==> src/rtl/mole_spawner_pkg.sv <==
// Shared definitions for the whac-a-mole mole spawner: board size,
// level type, display width, LFSR constants and default hit windows.
package whac_pkg;

  localparam int NUM_MOLES = 18;
  localparam int MS_W      = 11;

  typedef logic [1:0] level_t;

  localparam logic [15:0] LFSR_MASK         = 16'hB400;
  localparam logic [15:0] LFSR_DEFAULT_SEED = 16'hACE1;

  // Default hit window in ms for each level; level 0 plays like level 1.
  function automatic int win_ms(input level_t lvl);
    case (lvl)
      2'd2:    return 1000;
      2'd3:    return 500;
      default: return 1500;
    endcase
  endfunction

endpackage

==> src/rtl/mole_spawner_if.sv <==
// Link between the game FSM (master) and the mole spawner (slave):
// FSM requests/levels one way, mole selection and window status back.
interface mole_spawner_if;
  import whac_pkg::*;

  logic                   ready_for_mole;
  logic                   timeout_start;
  level_t                 level_number;
  logic [NUM_MOLES-1:0]   led_number;
  logic [4:0]             mole_index;
  logic                   timeout;
  logic [MS_W-1:0]        time_left_ms;

  modport master (
    output ready_for_mole, timeout_start, level_number,
    input  led_number, mole_index, timeout, time_left_ms
  );

  modport slave (
    input  ready_for_mole, timeout_start, level_number,
    output led_number, mole_index, timeout, time_left_ms
  );

endinterface

==> src/rtl/mole_spawner_lfsr.sv <==
// 16-bit Galois LFSR used as the free-running entropy source for mole
// selection. An all-zero seed would lock up, so it is swapped for the
// default seed.
module lfsr16
  import whac_pkg::*;
(
  input  logic        clk,
  input  logic        reset,
  input  logic [15:0] seed,
  output logic [15:0] q
);

  logic [15:0] seed_eff;

  assign seed_eff = (seed == 16'h0000) ? LFSR_DEFAULT_SEED : seed;

  // Advance every cycle; shift right and fold the mask in when bit 0 falls out.
  always_ff @(posedge clk or posedge reset) begin
    if (reset) begin
      q <= seed_eff;
    end else begin
      q <= {1'b0, q[15:1]} ^ (q[0] ? LFSR_MASK : 16'h0000);
    end
  end

endmodule

==> src/rtl/mole_spawner.sv <==
// Mole spawner: picks a non-repeating pseudo-random mole on each request
// and runs the level-dependent hit window while the FSM waits for a hit.
// Optional feature macro: MOLE_SPEEDUP_EN (window shrinks with each spawn
// down to a floor; reloaded when the level changes between spawns).
module mole_spawner
  import whac_pkg::*;
#(
  parameter int          CLK_HZ     = 50_000_000,
  parameter logic [15:0] LFSR_SEED  = LFSR_DEFAULT_SEED,
`ifdef MOLE_SPEEDUP_EN
  parameter int          SPEEDUP_MS = 20,
  parameter int          MIN_WIN_MS = 250,
`endif
  parameter int          WIN_L1_MS  = win_ms(2'd1),
  parameter int          WIN_L2_MS  = win_ms(2'd2),
  parameter int          WIN_L3_MS  = win_ms(2'd3)
) (
  input  logic          clk,
  input  logic          reset,
  mole_spawner_if.slave bus
);

  localparam int TICKS = CLK_HZ / 1000;
  localparam int PS_W  = (TICKS > 1) ? $clog2(TICKS) : 1;
  localparam logic [PS_W-1:0] PS_LAST = PS_W'((TICKS > 0) ? TICKS - 1 : 0);
  localparam logic [4:0] MOLES     = 5'(NUM_MOLES);
  localparam logic [4:0] LAST_MOLE = 5'(NUM_MOLES - 1);

  function automatic logic [MS_W-1:0] level_win(input level_t lvl);
    case (lvl)
      2'd2:    return MS_W'(WIN_L2_MS);
      2'd3:    return MS_W'(WIN_L3_MS);
      default: return MS_W'(WIN_L1_MS);
    endcase
  endfunction

  logic [15:0]          lfsr_q;
  logic                 unused_lfsr_bits;
  logic [4:0]           cand_fold;
  logic [4:0]           cand;
  logic [NUM_MOLES-1:0] led_q;
  logic [4:0]           idx_q;
  logic                 timeout_q;
  logic [MS_W-1:0]      time_left_q;
  logic                 ts_q;
  logic [PS_W-1:0]      presc;
  logic [MS_W-1:0]      arm_win;

  lfsr16 u_lfsr (
    .clk   (clk),
    .reset (reset),
    .seed  (LFSR_SEED),
    .q     (lfsr_q)
  );

  assign unused_lfsr_bits = ^lfsr_q[15:5];

  assign bus.led_number   = led_q;
  assign bus.mole_index   = idx_q;
  assign bus.timeout      = timeout_q;
  assign bus.time_left_ms = time_left_q;

  // Fold the 5 LFSR bits into 0..17 and step past the current mole so a
  // mole never appears twice in a row.
  always_comb begin
    cand_fold = lfsr_q[4:0];
    cand      = 5'd0;
    if (lfsr_q[4:0] >= MOLES) begin
      cand_fold = lfsr_q[4:0] - MOLES;
    end
    if (cand_fold == idx_q) begin
      cand = (cand_fold == LAST_MOLE) ? 5'd0 : cand_fold + 5'd1;
    end else begin
      cand = cand_fold;
    end
  end

  // Capture the new mole on each request; it holds until the next one.
  always_ff @(posedge clk or posedge reset) begin
    if (reset) begin
      idx_q <= 5'd0;
      led_q <= '0;
    end else if (bus.ready_for_mole) begin
      idx_q <= cand;
      led_q <= NUM_MOLES'(1) << cand;
    end
  end

`ifdef MOLE_SPEEDUP_EN
  logic            loaded;
  level_t          lvl_latched;
  logic [MS_W-1:0] cur_win;
  logic [MS_W-1:0] spd_base;
  logic [MS_W-1:0] spd_next;

  // Pick the window the next spawn shrinks from, then apply the floor.
  always_comb begin
    spd_base = cur_win;
    spd_next = MS_W'(MIN_WIN_MS);
    if (!loaded || (bus.level_number != lvl_latched)) begin
      spd_base = level_win(bus.level_number);
    end
    if (int'(spd_base) >= MIN_WIN_MS + SPEEDUP_MS) begin
      spd_next = spd_base - MS_W'(SPEEDUP_MS);
    end
  end

  // Each spawn tightens the running window and remembers its level.
  always_ff @(posedge clk or posedge reset) begin
    if (reset) begin
      loaded      <= 1'b0;
      lvl_latched <= 2'd0;
      cur_win     <= '0;
    end else if (bus.ready_for_mole) begin
      loaded      <= 1'b1;
      lvl_latched <= bus.level_number;
      cur_win     <= spd_next;
    end
  end

  assign arm_win = loaded ? cur_win : level_win(bus.level_number);
`else
  assign arm_win = level_win(bus.level_number);
`endif

  // Arm on the rising edge of timeout_start, count down once per ms while
  // it stays high, and flag expiry one cycle after reaching zero.
  always_ff @(posedge clk or posedge reset) begin
    if (reset) begin
      ts_q        <= 1'b0;
      presc       <= '0;
      time_left_q <= '0;
      timeout_q   <= 1'b1;
    end else begin
      ts_q <= bus.timeout_start;
      if (!bus.timeout_start) begin
        timeout_q <= 1'b1;
        presc     <= '0;
      end else if (!ts_q) begin
        time_left_q <= arm_win;
        presc       <= '0;
        timeout_q   <= 1'b1;
      end else begin
        if (presc == PS_LAST) begin
          presc <= '0;
          if (time_left_q != '0) begin
            time_left_q <= time_left_q - MS_W'(1);
          end
        end else begin
          presc <= presc + PS_W'(1);
        end
        if (time_left_q == '0) begin
          timeout_q <= 1'b0;
        end
      end
    end
  end

endmodule

==> src/flat_wrapper.sv <==
// flat-port wrapper written by rule: the top's interface ports become plain ports
module mole_spawner_flat import whac_pkg::*;
#(
  parameter int          CLK_HZ     = 50_000_000,
  parameter logic [15:0] LFSR_SEED  = LFSR_DEFAULT_SEED,

  parameter int          WIN_L1_MS  = win_ms(2'd1),
  parameter int          WIN_L2_MS  = win_ms(2'd2),
  parameter int          WIN_L3_MS  = win_ms(2'd3)
)
  (clk, reset, bus_ready_for_mole, bus_timeout_start, bus_level_number, bus_led_number, bus_mole_index, bus_timeout, bus_time_left_ms);
  mole_spawner_if bus_i ();
  input  logic clk;
  input  logic reset;
  input wire logic [$bits(bus_i.ready_for_mole)-1:0] bus_ready_for_mole;
  input wire logic [$bits(bus_i.timeout_start)-1:0] bus_timeout_start;
  input wire logic [$bits(bus_i.level_number)-1:0] bus_level_number;
  output wire logic [$bits(bus_i.led_number)-1:0] bus_led_number;
  output wire logic [$bits(bus_i.mole_index)-1:0] bus_mole_index;
  output wire logic [$bits(bus_i.timeout)-1:0] bus_timeout;
  output wire logic [$bits(bus_i.time_left_ms)-1:0] bus_time_left_ms;
  assign bus_i.ready_for_mole = bus_ready_for_mole;
  assign bus_i.timeout_start = bus_timeout_start;
  assign bus_i.level_number = bus_level_number;
  assign bus_led_number = bus_i.led_number;
  assign bus_mole_index = bus_i.mole_index;
  assign bus_timeout = bus_i.timeout;
  assign bus_time_left_ms = bus_i.time_left_ms;
  mole_spawner #(.CLK_HZ(CLK_HZ), .LFSR_SEED(LFSR_SEED), .WIN_L1_MS(WIN_L1_MS), .WIN_L2_MS(WIN_L2_MS), .WIN_L3_MS(WIN_L3_MS)) u_core (.clk(clk), .reset(reset), .bus(bus_i));
endmodule
==> config.mk <==
export PLATFORM = sky130hd
export DESIGN_NAME = mole_spawner_flat
export DESIGN_NICKNAME = d
export VERILOG_FILES = /design/src/rtl/mole_spawner_pkg.sv /design/src/rtl/mole_spawner_if.sv /design/src/rtl/mole_spawner_lfsr.sv /design/src/rtl/mole_spawner.sv /design/src/flat_wrapper.sv
export SDC_FILE = /design/constraint.sdc
export NUM_CORES = 1
export LEC_CHECK = 0
export ABC_AREA = 1
export ABC_CLOCK_PERIOD_IN_PS = 2850
export CAP_MARGIN = 25
export CORE_UTILIZATION = 45
export DETAILED_ROUTE_END_ITERATION = 16
export DONT_BUFFER_PORTS = 1
export SLEW_MARGIN = 10
export SYNTH_ARGS = -nofsm -noshare
export SYNTH_HDL_FRONTEND = slang
export SYNTH_SLANG_ARGS = --single-unit
==> constraint.sdc <==
create_clock -name clk -period 2.85 [get_ports clk]
set_clock_uncertainty 0.2 [all_clocks]
set_input_delay 0.1425 -clock clk [delete_from_list [all_inputs] [get_ports clk]]
set_output_delay 0.1425 -clock clk [all_outputs]
set_load 0.01 [all_outputs]
==> metrics.md <==
| Metric | Value |
|---|---|
| Synth Area in XOR/XNOR | `0.01795` |
| Fraction of layout cells with a size suffix above 1 | `0.1881` |
| WL/cell | `roughly 13 um` |
| Die Ht | `about 89 um` |
| DP HPWL | `about 5 mm` |
| Multi-input logic area | `around 1500 sq um` |
| Mux cell area share after synthesis | `0` |
| Layout Cells excl Fill | `roughly 540` |
| Area post-placement | `around 3500 sq um` |
| Rows | `31` |
| FF-to-FF path depth | `17` |
| Seq/Total Area, Yosys | `0.5015` |
| Synthesized Nets | `around 420` |
| WP data required | `2920 ps` |
| Placed cells | `between 500 and 600` |
| Setup-failing EPs final | `0` |
| Startpoint Class | `flip-flop` |
| Nets | `roughly 440` |
| GRT overflow | `0` |
| Slew Viols, Final | `0` |
| Peak supply drop | `roughly 0.28 mV` |
| Max clock buf depth | `2` |
| Mean area per synthesized cell | `8.331 sq um` |
| Die area | `a little under 8000 sq um` |
| Max_slew headroom | `0.6716` |
| Synth Area in Compound Gates | `0.08425` |
| Critical setup path kind | `flip-flop to flip-flop` |
| Layout Utilization | `0.5319` |
| Initial antenna violation count | `0` |
| Vias in the first global route | `roughly 2600` |
| Commonest non-fill, non-tap cell in the layout | `nand2_1` |
| Async set or reset register ratio after synthesis | `1.000` |
| Tot GR Track Use | `0.1952` |
| Synth Area in Simple Gates | `0.3103` |
| Largest net degree at the start of global routing | `32` |
| LEAKAGE | `around 1.8 nW` |
| Netlist cell types | `39` |
| Max-Cap Viols | `0` |
| Most frequent cells in the layout | `nand2_1 (89), dfrtp_1 (59), nand3_1 (54)` |
| CTS tree | `yes` |
| RSZ-0062 raised after global routing | `true` |
| Tmin final | `between 2000 and 3000 ps` |
| Largest family of logic cells by synthesized area | `simple AND/OR/NAND/NOR gates` |
| Synth Area in Adders | `0.01832` |
| RePlAce Congestion | `a little under 0.9` |
| Worst-Margin Slew | `~500 ps` |
| Final instance area | `a little under 4000 sq um` |
| Fill count | `a little over 700` |
| Top fanout value on the critical path | `5` |
| Clk_lat worst skew | `approximately 340 ps` |
| Area Overhead vs Synth | `13.55%` |
| Final hold violation count | `0` |
| Total CTS buffers | `9` |
| Ant diodes | `0` |
| Synth warn | `0` |
| Core area | `7292 sq um` |
| FMAX | `roughly 380 MHz` |
| Top-level port count | `41` |
| Final ANT Viol Nets | `0` |
| Data arrival, critical path | `around 2700 ps` |
| Yosys top cell by area | `dfrtp_1` |
| Routed vias | `between 2000 and 3000` |
| Total Wirelength | `about 7.1 mm` |
| Number of remaining DRC errors | `0` |
| Seq cells post-synth | `between 60 and 70` |
| Share of the synthesized area in the top cell type | `0.4322` |
| Final period util | `0.9294` |
| PwrDens | `639.8 nW/um^2` |
| Outcome | `complete, no violations` |
| Top FF cell, synth | `dfrtp_1` |
| Register area | `about 1700 sq um` |
| EDFF count, synth | `0` |
| Critical Path End Type | `flip-flop` |
| First-pass GRT wire length | `roughly 12 mm` |
| HP Class | `input port to async pin` |
| Via density | `5.090` |
| Root Buffer | `clkbuf_8` |
| I/O Buffers | `0` |
| Mapped Area | `between 3000 and 4000 sq um` |
| Post-synthesis instance total | `between 400 and 500` |
| Initial Util | `0.4684` |
| Synth top area cells | `dfrtp_1 (43%), nand2_1 (10%), nand3_1 (8.2%)` |
| Max H-tree Level | `3` |
| 1st-iter DRT viols | `125` |
| Die width | `about 89 um` |
| First-pass DRT Iterations | `4` |
| Reg clk slew, reported paths | `approximately 70 ps` |
| Sinks on the clock net | `roughly 70` |
-- metal layers --
layer / routed length, um / vias up / global-route usage
met5: 0 / - / 0
met2: 3313 / 60 / 0.3060
li1: - / 1383 / -
met4: 132 / 0 / 0.06638
met1: 3252 / 1267 / 0.2500
met3: 450 / 13 / 0.07202
-- critical path: stages (launching register included) --
cell     delay [ps]
dfrtp_1         390
inv_2           110
ha_1            150
inv_1            90
nor2_2          170
nand2_2         120
nand3_2         100
nand2_2          80
inv_1            80
ha_1            150
nand3_2          90
nor2_4          150
inv_2            60
nand3_1         150
o21ai_4         110
nor2_1          200
nand3_1         110
nand2_1          70
-- final cells by class --
type                       instances  share of cell area
clock buffer                      11             0.03387
clock inverter                     5             0.01355
inverter                          50             0.04839
multi-input combinational        285              0.3945
sequential                        68              0.4416
tap                               99             0.03194
timing repair buffer              17             0.03613
-- state kept, by name, summed over array words and instances (netlist names) --
name and count:
u_core.bus.led_number 18, u_core.presc 16, u_core.u_lfsr.q 16, u_core.bus.time_left_ms 11, u_core.bus.mole_index 5, u_core.bus.timeout 1, u_core.ts_q 1
-- worst paths after layout --
check                                                  start                                    to  slack [ps]
worst min register to register  u_core.u_lfsr.q[7]$_DFF_PP1_          u_core.u_lfsr.q[6]$_DFF_PP1_         150
worst max register to register  u_core.u_lfsr.q[1]$_DFF_PP0_  u_core.bus.led_number[3]$_DFFE_PP0P_         200
worst min-delay path                                   reset             u_core.presc[1]$_DFF_PP0_          30
max in group asynchronous                              reset         u_core.u_lfsr.q[15]$_DFF_PP1_        1670
worst max-delay path            u_core.u_lfsr.q[1]$_DFF_PP0_  u_core.bus.led_number[3]$_DFFE_PP0P_         200
min in group clk                u_core.u_lfsr.q[7]$_DFF_PP1_          u_core.u_lfsr.q[6]$_DFF_PP1_         150
-- report_power, final --
group | total, mW | switching (mW) | internal [mW] | leakage, nW
Sequential | 1.16 | 0.117 | 1.04 | 0.882
Clock | 0.749 | 0.349 | 0.400 | 0.0931
Combinational | 0.573 | 0.369 | 0.204 | 0.874
-- per-stage QoR --
| step | worst slack [ps] | hold slack (ps) | TNS (ps) | total power [mW] |
|---|---|---|---|---|
| 3_5_place_dp | 15.44 | -175.6 | 0 | 1.659 |
| 4_1_cts | 3.386 | 27.44 | 0 | 2.431 |
| 3_3_place_gp | 87.02 | -175.9 | 0 | 1.661 |
| 6_report | 201.1 | 27.29 | 0 | 2.482 |
| 2_1_floorplan | 399.9 | -26.07 | 0 | 1.544 |
| 5_1_grt | -58.10 | 50.76 | -462.4 | 2.634 |
-- cells in the mapped netlist (3+ instances only) --
| cell type | number |
|---|---|
| o21ai_1 | 3 |
| nand2_1 | 94 |
| a21oi_1 | 15 |
| dfstp_2 | 9 |
| nand4_1 | 7 |
| or2_2 | 4 |
| inv_1 | 44 |
| o21ai_0 | 21 |
| xor2_1 | 6 |
| inv_2 | 5 |
| dfrtp_1 | 59 |
| nand2_2 | 7 |
| nor3_1 | 6 |
| nand3_2 | 3 |
| ha_1 | 5 |
| nand3_1 | 56 |
| clkbuf_1 | 3 |
| nor2_1 | 35 |
-- kinds of logic (layout without fill, tap and decap cells) --
kind of cell | Yosys count | after routing
XOR/XNOR | 7 | 7
AND/OR/NAND/NOR | 224 | 224
adder cells (fa/ha/maj) | 5 | 5
flip-flops | 68 | 68
AO/OA/AOI/OAI | 49 | 49
buffers and inverters | 57 | 83
-- timing repair --
action | in CTS | in global routing
endpoints found under the setup margin | 0 | 20
resized for setup | 0 | 19
buffers inserted | 0 | 6
hold endpoints to repair | 100 | 0
hold buffers | 5 | 0
No activity file was read; power rests on OpenSTA's default activity.
